$ cat src/rtl/imem_arbiter.sv
`default_nettype none
// +--------------------------------------------------------------------------+
// | imem_arbiter : shares the single-port instruction SRAM between the IF    |
// |                fetch port and the debug monitor, LAT-cycle accesses.     |
// | Rev 1.0                                                                  |
// +--------------------------------------------------------------------------+
module imem_arbiter #(
  parameter int LAT = 2,
  parameter int AW  = 14
) (
  input  logic          cpu_clk,
  input  logic          cpu_rst_n,
  input  logic          if_ce,
  input  logic [31:0]   if_pc,
  output logic [31:0]   if_instr,
  output logic          if_valid,
  output logic          if_stall_req,
  input  logic          mon_req,
  input  logic          mon_we,
  input  logic [31:0]   mon_addr,
  input  logic [31:0]   mon_wdata,
  output logic          mon_ack,
  output logic [31:0]   mon_rdata,
  output logic          sram_ce,
  output logic          sram_we,
  output logic [AW-1:0] sram_addr,
  output logic [31:0]   sram_wdata,
  input  logic [31:0]   sram_rdata
);

  localparam int CNT_W = $clog2(LAT + 1);

  typedef enum logic [1:0] {
    IDLE = 2'd0,
    ACC  = 2'd1,
    RESP = 2'd2
  } state_e;

  state_e             state_q;
  logic [CNT_W-1:0]   cnt_q;
  logic               owner_mon_q;
  logic               last_mon_q;
  logic               mon_wr_q;
  logic [31:0]        pc_q;
  logic               sram_ce_q;
  logic               sram_we_q;
  logic [AW-1:0]      sram_addr_q;
  logic [31:0]        sram_wdata_q;
  logic [31:0]        if_instr_q;
  logic               if_valid_q;
  logic               mon_ack_q;
  logic [31:0]        mon_rdata_q;

  logic               grant_mon;
  logic               grant_if;
  logic               unused_addr_bits;

  // Round-robin on contention: the monitor yields once it has had the last turn.
  assign grant_mon = mon_req & (~if_ce | ~last_mon_q);
  assign grant_if  = if_ce & ~grant_mon;

  assign unused_addr_bits = ^{mon_addr[31:AW+2], mon_addr[1:0]};

  always_ff @(posedge cpu_clk or negedge cpu_rst_n) begin
    if (!cpu_rst_n) begin
      state_q      <= IDLE;
      cnt_q        <= '0;
      owner_mon_q  <= 1'b0;
      last_mon_q   <= 1'b0;
      mon_wr_q     <= 1'b0;
      pc_q         <= '0;
      sram_ce_q    <= 1'b0;
      sram_we_q    <= 1'b0;
      sram_addr_q  <= '0;
      sram_wdata_q <= '0;
      if_instr_q   <= '0;
      if_valid_q   <= 1'b0;
      mon_ack_q    <= 1'b0;
      mon_rdata_q  <= '0;
    end else begin
      sram_ce_q  <= 1'b0;
      sram_we_q  <= 1'b0;
      if_valid_q <= 1'b0;
      mon_ack_q  <= 1'b0;
      case (state_q)
        IDLE: begin
          if (grant_mon || grant_if) begin
            state_q      <= ACC;
            cnt_q        <= CNT_W'(LAT);
            owner_mon_q  <= grant_mon;
            last_mon_q   <= grant_mon;
            mon_wr_q     <= grant_mon & mon_we;
            sram_ce_q    <= 1'b1;
            sram_we_q    <= grant_mon & mon_we;
            sram_wdata_q <= mon_wdata;
            sram_addr_q  <= grant_mon ? mon_addr[AW+1:2] : if_pc[AW+1:2];
            if (grant_if) begin
              pc_q <= if_pc;
            end
          end
        end
        ACC: begin
          cnt_q <= cnt_q - CNT_W'(1);
          if (cnt_q == CNT_W'(1)) begin
            if (owner_mon_q) begin
              if (!mon_wr_q) begin
                mon_rdata_q <= sram_rdata;
              end
              mon_ack_q <= 1'b1;
              state_q   <= RESP;
            end else if (if_ce && (if_pc == pc_q)) begin
              if_instr_q <= sram_rdata;
              if_valid_q <= 1'b1;
              state_q    <= RESP;
            end else begin
              // Fetch was withdrawn or redirected: drop the stale word.
              state_q <= IDLE;
            end
          end
        end
        RESP: begin
          state_q <= IDLE;
        end
        default: begin
          state_q <= IDLE;
        end
      endcase
    end
  end

  assign if_instr     = if_instr_q;
  assign if_valid     = if_valid_q;
  assign if_stall_req = if_ce & ~if_valid_q & cpu_rst_n;
  assign mon_ack      = mon_ack_q;
  assign mon_rdata    = mon_rdata_q;
  assign sram_ce      = sram_ce_q;
  assign sram_we      = sram_we_q;
  assign sram_addr    = sram_addr_q;
  assign sram_wdata   = sram_wdata_q;

endmodule
`default_nettype wire

$ cat config.mk
export PLATFORM = sky130hd
export DESIGN_NAME = imem_arbiter
export DESIGN_NICKNAME = d
export VERILOG_FILES = /design/src/rtl/imem_arbiter.sv
export SDC_FILE = /design/constraint.sdc
export NUM_CORES = 1
export LEC_CHECK = 0
export CAP_MARGIN = 0
export CORE_ASPECT_RATIO = 0.8
export CORE_UTILIZATION = 45
export DETAILED_ROUTE_END_ITERATION = 16
export GPL_TIMING_DRIVEN = 0
export PLACE_DENSITY_LB_ADDON = 0.15
export SYNTH_ARGS = -nofsm -noshare
export SYNTH_HDL_FRONTEND = slang
export SYNTH_SLANG_ARGS = --single-unit
$ cat constraint.sdc
create_clock -name cpu_clk -period 5.04 [get_ports cpu_clk]
set_input_delay 0.504 -clock cpu_clk [delete_from_list [all_inputs] [get_ports cpu_clk]]
set_output_delay 0.504 -clock cpu_clk [all_outputs]
set_load 0.05 [all_outputs]
# Word-level counts from Yosys, hierarchy flattened
# Cells that the tools add are included.
[word_totals]
ff_bits = 152
input_bits = 133
out_inout_bits = 115
word_cells = 59
[op_classes]
add_sub_neg = 1
eq_ne = 5
muxes = 19
bitwise = 11
n_reduce_logical = 10
[ops]
columns = ["cell", "n"]
rows = [
  ["$eq 32x32->1", 1],
  ["$mux 14", 1],
  ["$mux 1", 11],
  ["$mux 2", 5],
  ["$pmux 2 s2", 2],
  ["$reduce_and 4->1", 2],
  ["$reduce_and 2->1", 3],
  ["$and 1x1->1", 5],
  ["$not 1->1", 5],
  ["$eq 2x1->1 const B", 2],
  ["$ne 2x2->1 const B", 2],
  ["$reduce_and 3->1", 1],
  ["$logic_not 2->1", 1],
  ["$reduce_bool 2->1", 1],
  ["$sub 2x1->2 const B", 1],
  ["$logic_and 1x1->1", 1],
  ["$logic_or 1x1->1", 1],
  ["$or 1x1->1", 1],
]

# Longest topological paths before layout
[depth]
ltp_word = 8
ltp_mapped = 7

# Worst setup path before layout
# Ideal clock, no wire load.
[synth_timing]
path_type = "input -> register"
start = "input if_pc[15]"
end = "register if_instr_q[10] (netlist: if_instr[10])"
setup_ps = 125
arrival_ps = 2201
required_time_ps = 4915
slack_ps = 2715
stages = 6
path_buffers = 1
path_cell_list = "or2b_1 -> o2111ai_1 -> or4_4 -> nor4_4 -> buf_6 -> mux2_2"
[synth_via]
elab_chain_len = 3
[synth_lines]
columns = ["item", "line_no", "rtl"]
rows = [
  ["start: declaration", "14", "input logic [31:0] if_pc,"],
  ["$eq 32x32->1", "111", "end else if (if_ce && (if_pc == pc_q)) begin"],
  ["$logic_and 1x1->1", "111", ""],
  ["$reduce_and 4->1 (no line)", "n/a", ""],
  ["end signal: assignment", "112", "if_instr_q <= sram_rdata;"],
  ["end: declaration", "49", "logic [31:0] if_instr_q;"],
]
# Every way passes these cells.
# A chain may end at the register's enable or synchronous reset.

# Worst setup path after layout
[layout_timing]
start = "input if_pc[7]"
end = "register if_instr_q[28] (netlist: if_instr[28])"
# Same word-level chain as after synthesis.

==> qor.csv <==
stage;metric;value;unit
layout;n_diodes;0;
timing;hold_ws;0.0695;ns
clock_tree;TritonCTS Buffers;17;
synth;syn_nets;631;
clock_tree;clk buf depth;2;
global_route;vias in the first global route;4982;
drt;Routed WL;15900;µm
global_route;largest net degree at the start of global routing;84;
timing;RSZ-0062 raised after global routing;false;
layout;fraction of layout cells with a size suffix above 1;17.4;%
die;Chip Height;107;µm
synth;cell count after synthesis;497;
global_route;first-pass GRT wire length;25700;µm
timing;setup TNS;0;ns
synth;Post-Synth XOR/XNOR Area;3.26;%
synth;mux cell area share after synthesis;18.7;%
layout;final-layout fill cell count;935;
clock_tree;cts repair resizes;0;
critical_path;WP data required;5.35;ns
synth;Post-Synth Simple-Gate Area;10.6;%
critical_path;R2R depth;6;
synth;Main synth FF type;dfrtp_1;
synth;Seq cells post-synth;152;
die;core area;13100;µm²
power;Static Leak;4.25;nW
drt;first drt pass iteration count;4;
clock_tree;H-Tree Depth;4;
layout;FF/Latch Area;3800;µm²
drt;routed via count;4606;
global_route;antenna violations before repair;0;
power;pwr/cell area;656;nW/µm²
drt;antenna viol nets, final;0;
timing;final setup fails;0;
timing;pins over their slew limit;0;
die;die extent in x;133;µm
synth;post-synthesis sequential area ratio;61.5;%
synth;post-synthesis compound-gate area fraction;3.34;%
synth;top cells by area, synth;dfrtp_1 62%, mux2_2 16%, nand2_1 7.0%, xor2_1 2.7%, mux2i_1 2.1%;
die;die area;14200;µm²
timing;Final Hold Viols;0;
run;max cap viols;0;
place;IO Port Bufs;229;
drt;post-DR vias/cell;4.93;
clock_tree;Skew-Pair Late Insertion Delay;0.43;ns
global_route;Total Routing Usage GR;24.1;%
critical_path;startpoint type of the worst setup path;input port;
critical_path;Critical path origin;if_pc[7];
timing;Slew HR;51.2;%
clock_tree;clock-pin transition on the worst setup and hold timing paths;0.06;ns
synth;synth unique cells;37;
global_route;grt ovf;0;
critical_path;reg2reg setup slack;2.42;ns
synth;post-synthesis adder-cell area fraction;0.202;%
place;post-DP HPWL;11700;µm
timing;max frequency;0.357;GHz
timing;final worst-path cycle share;55.6;%
critical_path;Setup crit end kind;flip-flop;
synth;EDFF count, synth;0;
die;I/O pins;248;
timing;fin crit period;2.80;ns
timing;final worst slack;2.24;ns
clock_tree;post-CTS setup buffers;0;
drt;First DRT Iteration DRCs;264;
synth;leading area contributor after synthesis;dfrtp_1;
layout;Core Util, Final;71.2;%
place;GP Congestion;0.827;
critical_path;CP Max Fanout;10;
layout;post-route cell area;9360;µm²
clock_tree;clk root buf;clkbuf_16;
layout;footprint of the multi-input gates;2230;µm²
critical_path;CP Class;input port to flip-flop;
layout;fin nets;880;
place;Placed Cells incl. Taps;902;
synth;area share of the largest cell type after synthesis;61.5;%
die;number of core rows;37;
synth;FFs w/ async S/R, synth;100;%
drt;# DRC;0;
critical_path;r2r endpoint;if_instr[28];
status;outcome;completed;
place;Post-Place Setup Slack;1.82;ns
critical_path;crit path DAT;3.11;ns
die;Starting Density;47.0;%
power;worst ir drop on vdd;406;µV
timing;Setup Skew;0.00668;ns
hold_path;Worst Hold Class;input port to asynchronous set/reset pin;
synth;yosys warns;0;
synth;Mean Syn Cell Area;12.4;µm²
clock_tree;CTS tree;yes;
synth;Post-Syn Area;6180;µm²
clock_tree;CTS Sinks;152;
critical_path;reg2reg start;pc_q[7];
clock_tree;Hold Buf Count CTS;0;
layout;Post-Layout Cell Count;934;
power;total power;6.14;mW
drt;WL/cell;17.1;µm
place;dpl cell area;8720;µm²
timing;slew of the pin with the lowest slew margin;0.732;ns
layout;Synth-to-Final Area Change;51.4;%
synth;largest family of logic cells by synthesized area;multiplexers;
==> logic make-up after synthesis <==
logic type	count (synthesis)
mux	104
buf+inv	33
flops	152
compound gates	35
fa+ha+maj	1
xor+xnor	23
simple gates	149
==> power breakdown <==
group | internal [mW] | total, mW | switching, mW
sequential | 1.69 | 1.96 | 0.267
combinational | 1.04 | 2.82 | 1.79
clock | 0.844 | 1.36 | 0.516
==> per-layer routing <==
metal / wire length [µm] / vias to the layer above / global-route usage (%) / share of wire, %
met2: 7750 / 164 / 40.2 / 49
met5: 0 / - / 0 / 0
li1: - / 2176 / - / -
met1: 6650 / 2247 / 28.5 / 42
met4: 310 / 0 / 9.44 / 1.9
met3: 1230 / 19 / 8.70 / 7.7
==> cell type report <==
type	count	share of cell area [%]
Sequential cell	152	40.6
Timing Repair Buffer	230	24.8
Multi-Input combinational cell	312	23.8
Clock buffer	18	4.69
Tap cell	175	2.34
Clock inverter	14	2.11
Buffer	23	1.20
Inverter	10	0.401
==> how the worst max path moves through the flow <==
stage                    to  cells after the start
2_1_floorplan  if_instr[10]                      6
3_3_place_gp   if_stall_req                      3
3_5_place_dp   if_instr[28]                      7
4_1_cts        if_instr[28]                      7
5_1_grt        if_instr[28]                      7
6_report       if_instr[28]                      7
==> registers in the layout, indices dropped and copies added, names as in the netlist, 2 cells and up <==
signal,cells
cnt_q,2
if_instr,32
mon_rdata,32
pc_q,32
sram_addr,14
sram_wdata,32
state_q,2
==> placed cells by master (no fill, tap or decap), types with 3 or more instances in the layout <==
cell,instances
buf_6,4
inv_1,10
mux2_2,90
mux2i_1,13
nor2b_1,5
clkbuf_16,17
clkinv_4,5
nand2b_1,4
nand3_1,3
clkdlybuf4s50_1,228
nand2_1,115
buf_1,5
o21ai_0,22
buf_2,3
clkbuf_1,12
dfrtp_1,152
xnor2_1,4
xor2_1,19
nor2_1,5
nor4_1,4
bufinv_16,4
==> worst max-delay path, stage by stage <==
cell             delay, ns
clkdlybuf4s50_1       0.46
xor2_1                0.18
nor4_1                0.48
nand3_1               0.28
nor4_4                0.59
buf_6                 0.24
mux2_2                0.36
==> cell usage after synthesis (4+ instances only) <==
cell type / number
mux2i_1: 13
nand2b_1: 4
xor2_1: 19
nor2b_1: 5
o21ai_0: 22
mux2_2: 90
nand2_1: 115
nor4_1: 4
nor2_1: 5
clkbuf_1: 12
dfrtp_1: 152
inv_1: 10
xnor2_1: 4
buf_1: 5
(Power assumes the default switching activity.)
